[src/rtl/shmcp_n.sv]
// ---------------------------------------------------------------------------
// shmcp_n : small stored-program accumulator machine.
//
// The program memory is filled in load mode (state=0), one word per load
// strobe, in address order starting at 0. Once all 2^AW slots are written,
// prog_full is set and stays set. Further load strobes are then ignored.
// In run mode (state=1) the core starts at pc=0. Each instruction takes three
// cycles: FETCH, DECODE and EXEC. The core stops in HALT until state returns
// to 0. Dropping state during FETCH, DECODE or EXEC abandons the current
// instruction. The A, B and R registers and the flags are kept.
//
// Ports
//   clk        rising-edge clock
//   rst        synchronous active-low reset (also clears program memory)
//   state      0 = load mode, 1 = run mode
//   load       program-write strobe, honoured only when state=0
//   instr      instruction word to write, {opcode[3:0], operand[DW-1:0]}
//   pc         current program counter
//   acc        ALU result register R
//   out_data   R captured by the most recent OUT instruction
//   out_valid  one-cycle pulse when out_data updates
//   zf, cf     zero flag, carry/borrow flag
//   busy       high in FETCH, DECODE and EXEC
//   halted     high in HALT
//   prog_full  all program slots have been written
// ---------------------------------------------------------------------------
module shmcp_n #(
   parameter int DW = 8,
   parameter int AW = 4
) (
   input  logic            clk,
   input  logic            rst,
   input  logic            state,
   input  logic            load,
   input  logic [DW+3:0]   instr,
   output logic [AW-1:0]   pc,
   output logic [DW-1:0]   acc,
   output logic [DW-1:0]   out_data,
   output logic            out_valid,
   output logic            zf,
   output logic            cf,
   output logic            busy,
   output logic            halted,
   output logic            prog_full
);

   localparam int          IW     = DW + 4;
   localparam int unsigned DEPTH  = 2 ** AW;
   localparam logic [AW-1:0] AW_ONE = {{(AW-1){1'b0}}, 1'b1};

   typedef enum logic [2:0] {
      S_IDLE,
      S_FETCH,
      S_DECODE,
      S_EXEC,
      S_HALT
   } fsm_e;

   typedef enum logic [3:0] {
      OP_SYS = 4'h0,
      OP_LDA = 4'h1,
      OP_LDB = 4'h2,
      OP_JMP = 4'h3,
      OP_JNZ = 4'h4,
      OP_JZ  = 4'h5,
      OP_JC  = 4'h6
   } op_e;

   typedef enum logic [3:0] {
      SUB_NOP  = 4'h0,
      SUB_ADD  = 4'h1,
      SUB_SUB  = 4'h2,
      SUB_AND  = 4'h3,
      SUB_OR   = 4'h4,
      SUB_XOR  = 4'h5,
      SUB_A_R  = 4'h6,
      SUB_B_R  = 4'h7,
      SUB_OUT  = 4'h8,
      SUB_HALT = 4'hF
   } sub_e;

   // ---------------------------------------------------------------------
   // State
   // ---------------------------------------------------------------------
   fsm_e            fsm_q;
   logic [IW-1:0]   mem_q [DEPTH];
   logic [AW-1:0]   load_addr_q;
   logic            prog_full_q;
   logic [IW-1:0]   ir_q;
   logic [AW-1:0]   pc_q;
   logic [DW-1:0]   a_q, b_q, r_q;
   logic            zf_q, cf_q;
   logic [DW-1:0]   out_data_q;
   logic            out_valid_q;
   logic            busy_q, halted_q;

   // ---------------------------------------------------------------------
   // Execute-stage next values, derived from the instruction register
   // ---------------------------------------------------------------------
   logic [3:0]      opcode_w;
   logic [DW-1:0]   operand_w;
   logic [3:0]      subop_w;
   logic [AW-1:0]   target_w;
   logic [DW:0]     sum_w, diff_w;
   logic [DW-1:0]   a_d, b_d, r_d;
   logic            zf_d, cf_d;
   logic [AW-1:0]   pc_d;
   logic            flags_upd_w, out_fire_w, halt_fire_w;

   always_comb begin
      opcode_w  = ir_q[IW-1:IW-4];
      operand_w = ir_q[DW-1:0];
      subop_w   = operand_w[3:0];
      target_w  = operand_w[AW-1:0];

      // Both results use DW+1 bits. For the sum, the top bit is the carry out.
      // For the difference, the top bit is the borrow, which means A < B unsigned.
      sum_w  = {1'b0, a_q} + {1'b0, b_q};
      diff_w = {1'b0, a_q} - {1'b0, b_q};

      a_d         = a_q;
      b_d         = b_q;
      r_d         = r_q;
      zf_d        = zf_q;
      cf_d        = cf_q;
      pc_d        = pc_q + AW_ONE;
      flags_upd_w = 1'b0;
      out_fire_w  = 1'b0;
      halt_fire_w = 1'b0;

      case (opcode_w)
         OP_SYS: begin
            case (subop_w)
               SUB_ADD: begin
                  r_d         = sum_w[DW-1:0];
                  cf_d        = sum_w[DW];
                  flags_upd_w = 1'b1;
               end
               SUB_SUB: begin
                  r_d         = diff_w[DW-1:0];
                  cf_d        = diff_w[DW];
                  flags_upd_w = 1'b1;
               end
               SUB_AND: begin
                  r_d         = a_q & b_q;
                  cf_d        = 1'b0;
                  flags_upd_w = 1'b1;
               end
               SUB_OR: begin
                  r_d         = a_q | b_q;
                  cf_d        = 1'b0;
                  flags_upd_w = 1'b1;
               end
               SUB_XOR: begin
                  r_d         = a_q ^ b_q;
                  cf_d        = 1'b0;
                  flags_upd_w = 1'b1;
               end
               SUB_A_R:  a_d = r_q;
               SUB_B_R:  b_d = r_q;
               SUB_OUT:  out_fire_w = 1'b1;
               SUB_HALT: begin
                  halt_fire_w = 1'b1;
                  pc_d        = pc_q;
               end
               default: ;
            endcase
         end
         OP_LDA: a_d = operand_w;
         OP_LDB: b_d = operand_w;
         OP_JMP: pc_d = target_w;
         OP_JNZ: if (!zf_q) pc_d = target_w;
         OP_JZ:  if (zf_q)  pc_d = target_w;
         OP_JC:  if (cf_q)  pc_d = target_w;
         default: ;
      endcase

      if (flags_upd_w) zf_d = (r_d == '0);
   end

   // ---------------------------------------------------------------------
   // Sequencer, program loader and architectural registers
   // ---------------------------------------------------------------------
   always_ff @(posedge clk) begin
      if (!rst) begin
         fsm_q       <= S_IDLE;
         for (int unsigned i = 0; i < DEPTH; i++) mem_q[i] <= '0;
         load_addr_q <= '0;
         prog_full_q <= 1'b0;
         ir_q        <= '0;
         pc_q        <= '0;
         a_q         <= '0;
         b_q         <= '0;
         r_q         <= '0;
         zf_q        <= 1'b0;
         cf_q        <= 1'b0;
         out_data_q  <= '0;
         out_valid_q <= 1'b0;
         busy_q      <= 1'b0;
         halted_q    <= 1'b0;
      end else begin
         out_valid_q <= 1'b0;

         // The last slot sets prog_full and leaves load_addr where it is,
         // so later strobes cannot wrap around and overwrite slot 0.
         if (!state && load && !prog_full_q) begin
            mem_q[load_addr_q] <= instr;
            if (load_addr_q == '1) prog_full_q <= 1'b1;
            else                   load_addr_q <= load_addr_q + AW_ONE;
         end

         unique case (fsm_q)
            S_IDLE: begin
               if (state) begin
                  fsm_q  <= S_FETCH;
                  pc_q   <= '0;
                  busy_q <= 1'b1;
               end
            end
            S_FETCH: begin
               if (!state) begin
                  fsm_q  <= S_IDLE;
                  busy_q <= 1'b0;
               end else begin
                  ir_q  <= mem_q[pc_q];
                  fsm_q <= S_DECODE;
               end
            end
            S_DECODE: begin
               if (!state) begin
                  fsm_q  <= S_IDLE;
                  busy_q <= 1'b0;
               end else begin
                  fsm_q <= S_EXEC;
               end
            end
            S_EXEC: begin
               // When the core aborts here, it skips the commit. This
               // leaves A, B, R, the flags and pc unchanged.
               if (!state) begin
                  fsm_q  <= S_IDLE;
                  busy_q <= 1'b0;
               end else begin
                  a_q  <= a_d;
                  b_q  <= b_d;
                  r_q  <= r_d;
                  zf_q <= zf_d;
                  cf_q <= cf_d;
                  pc_q <= pc_d;
                  if (out_fire_w) begin
                     out_data_q  <= r_q;
                     out_valid_q <= 1'b1;
                  end
                  if (halt_fire_w) begin
                     fsm_q    <= S_HALT;
                     busy_q   <= 1'b0;
                     halted_q <= 1'b1;
                  end else begin
                     fsm_q <= S_FETCH;
                  end
               end
            end
            S_HALT: begin
               if (!state) begin
                  fsm_q    <= S_IDLE;
                  halted_q <= 1'b0;
               end
            end
            default: begin
               fsm_q    <= S_IDLE;
               busy_q   <= 1'b0;
               halted_q <= 1'b0;
            end
         endcase
      end
   end

   assign pc        = pc_q;
   assign acc       = r_q;
   assign out_data  = out_data_q;
   assign out_valid = out_valid_q;
   assign zf        = zf_q;
   assign cf        = cf_q;
   assign busy      = busy_q;
   assign halted    = halted_q;
   assign prog_full = prog_full_q;

endmodule

[config.mk]
export PLATFORM = sky130hd
export DESIGN_NAME = shmcp_n
export DESIGN_NICKNAME = d
export VERILOG_FILES = /design/src/rtl/shmcp_n.sv
export SDC_FILE = /design/constraint.sdc
export NUM_CORES = 1
export LEC_CHECK = 0
export ABC_AREA = 1
export CORE_MARGIN = 3
export CORE_UTILIZATION = 35
export CTS_BUF_LIST = sky130_fd_sc_hd__clkbuf_4
export CTS_CLUSTER_SIZE = 24
export DETAILED_ROUTE_END_ITERATION = 10
export PLACE_DENSITY_LB_ADDON = 0.1
export RECOVER_POWER = 50
export SLEW_MARGIN = 20
export SYNTH_ARGS = -nofsm -noshare
export SYNTH_HDL_FRONTEND = slang
export SYNTH_SLANG_ARGS = --single-unit
[constraint.sdc]
create_clock -name clk -period 2.8 [get_ports clk]
set_input_delay 0.56 -clock clk [delete_from_list [all_inputs] [get_ports clk]]
set_output_delay 0.56 -clock clk [all_outputs]
set_load 0.01 [all_outputs]
==> results.cfg <==
[clock_tree]
cts_buffer_depth = 3
cts_tree = yes
cts_hold_buf = 0
cts.sinks = 253
path_clk_slew_ns = 0.06
htree_levels = 3
cts_buffers = 73
clkLatencyLatePin_ns = 0.70
cts_root_buf = clkbuf_4

[power]
power_frac_clock = 0.434
pwr-share-seq = 0.510
p_switching_uw = 1990
swShare = 0.243
p_per_area_nw_per_um2 = 566
ir_drop_v = 0.000316
p_int_uw = 6210
comb_power_share = 0.055
power.total_uw = 8200
p_leak_uw = 0.00579

[synth]
synth_top_cell_by_area = edfxtp_1
synth-xor-area-share = 0.00142
synthMuxAreaShare = 0.0186
synth_flop_cell = edfxtp_1
synth_fa_ha_area_frac = 0.0326
synthSimpleGateAreaFrac = 0.195
synth_edf_count = 192
synth-warning-count = 0
syn-mean-instance-area_um2 = 9.21
synth.area.top_cells = edfxtp_1 47%, nor2_1 11%, dfxtp_1 9.9%
syn-cell-area_um2 = 12400
yosysSeqAreaShare = 0.565
synth_compound_area_frac = 0.125
async_flop_share = 0
syn_nets = 1389
synth-seq-cells = 253
synth_top_area_frac = 0.467
syn_inst = 1342
synth_cell_types = 40
synth_top_family_by_area = simple AND/OR/NAND/NOR gates

[sta]
skew_ns = 0.0559
setup_violations = 0
hold_violations = 0
finalCritPeriodShare = 0.962
layout_min_cycle_time_ns = 2.69
worst_slew_pin_slew_ns = 0.905
fmax_mhz = 371
finalSetupTns_ns = 0
maxSlewViolCount = 0
rsz0062_at_grt = false
slew_headroom = 0.396

[routing]
wl_um = 38000
drc = 0
wire_per_inst_um = 19.3
dr.pass1.iters = 5
antenna_left = 0
viasPerCell = 5.09
num_vias = 9983
drt-initial-drc-count = 720

[layout]
syn_to_final_growth_pct = 17.2
finalInstanceArea_um2 = 14500
fin_nets = 1494
fillers = 3441
mostFrequentLayoutCell = nor2_1
drive_gt1_frac = 0.123
layout_common_cells = 370 x nor2_1, 192 x edfxtp_1, 130 x nand2_1

[grt]
grt_use_total = 0.197
grt_pass1_vias = 9601
grt_pass1_wl_um = 57400
grt_busiest_layer = met2
overflow = 0
grt_max_degree = 55
met1_usage = 0.284
antenna_found_initial = 1
use_met2 = 0.304
use_met3 = 0.0356

[floorplan]
rows = 68
die_height_um = 194
io_pins = 42
die_w_um = 194
start_util = 0.357
design.die.area_um2 = 37600
core-area_um2 = 34600

[critical_path]
cp_max_fo = 14
critPathKind = flop to primary output
r2r_cells = 8
cpPeakStageDelay_ns = 0.75
worstPathRequired_ns = 2.24
worstSetupStartpointType = flop
crit_family = flip-flops
crit_slowest_cell = dfxtp_1
cp.arrival_ns = 2.13
r2r_start = prog_full
cp_cell_sequence = clkdlybuf4s50_1
r2r_setup_slack_ns = 0.30
cp-end-kind = primary output
crit_buf_inv = 1
r2r-end = mem_q[10][1]

[placed_design]
dp_hpwl_um = 25800
place_area_um2 = 13600
portBuffers = 41
place_congestion = 0.825

[min_path]
whs_path_depth = 1
hp-start = fsm_q[2]
hold_path.class = flop to flop
min_to = halted

[status]
status = finished clean

[run]
cap_violations = 0
-- layout make-up --
| class | instances | area, µm² | area share |
|---|---|---|---|
| antenna | 4 | 10.0 | 0.000691 |
| sequential | 253 | 6990 | 0.483 |
| clock buffer | 114 | 856 | 0.0591 |
| multi-input combinational | 890 | 4580 | 0.317 |
| timing repair buffer | 113 | 927 | 0.0640 |
| inverter | 116 | 437 | 0.0302 |
| tap | 455 | 569 | 0.0393 |
| clock inverter | 18 | 103 | 0.00709 |
-- registers in the layout, indices dropped and copies added (netlist names), 3 cells and up --
| register | count |
|---|---|
| pc | 4 |
| acc | 8 |
| load_addr_q | 4 |
| out_data | 8 |
| a_q | 8 |
| mem_q | 192 |
| b_q | 8 |
| ir_q | 12 |
| fsm_q | 3 |
-- timing repair --
action | CTS | global route
endpoints found under the setup margin | 0 | 1
resized for setup | 0 | 1
buffers inserted | 0 | 0
-- per-layer routing --
metal / vias up / part of all wire / routed length, µm
met2: 253 / 0.45 / 17000
met5: - / 0 / 0
met1: 4821 / 0.48 / 18200
met3: 49 / 0.055 / 2080
met4: 0 / 0.019 / 705
li1: 4860 / - / -
-- power groups by stage --
stage,Clock (µW),Sequential (µW),Combinational (µW)
finish,3560,4180,453
global placement,0,4260,464
global route,3890,4190,491
floorplan,0,4250,240
detailed placement,0,4270,465
CTS,3700,4180,467
-- cells in the mapped netlist (13+ instances only) --
cell type,instances
a211oi_1,38
a21oi_1,38
buf_2,13
clkbuf_1,60
dfxtp_1,61
edfxtp_1,192
ha_1,29
inv_1,108
mux2i_1,23
nand2_1,130
nand3_1,63
nor2_1,365
o211ai_1,14
o21ai_0,97
o221ai_1,23
o32ai_1,25
-- cells by family after synthesis --
group | count (synthesis)
AOI/OAI and AO/OA | 243
xor gates and xnor gates | 2
adders and majority gates | 31
buffers and inverters | 199
DFF | 253
muxes | 23
and+or+nand+nor | 591
-- worst max-delay path by stage --
stage / start / end / cells past startpoint
5_1_grt: pc[2] / pc[2] / 1
2_1_floorplan: rst / mem_q[1][0] / 8
4_1_cts: pc[2] / pc[2] / 1
3_5_place_dp: state / mem_q[12][6] / 9
6_report: pc[2] / pc[2] / 1
3_3_place_gp: state / mem_q[0][10] / 9
-- stage by stage --
step                      hold slack (ns)  cells  utilization  worst slack (ns)
final                               0.465   1963        0.418             0.107
after global routing                0.503   1963        0.418           0.00427
after CTS                           0.468   1959        0.421            0.0204
after detailed placement            0.465   1827        0.393             0.230
after global placement              0.459   1827        0.393             0.250
after floorplan                     0.437   1342            -             0.549
No activity file was read; power rests on OpenSTA's default activity.
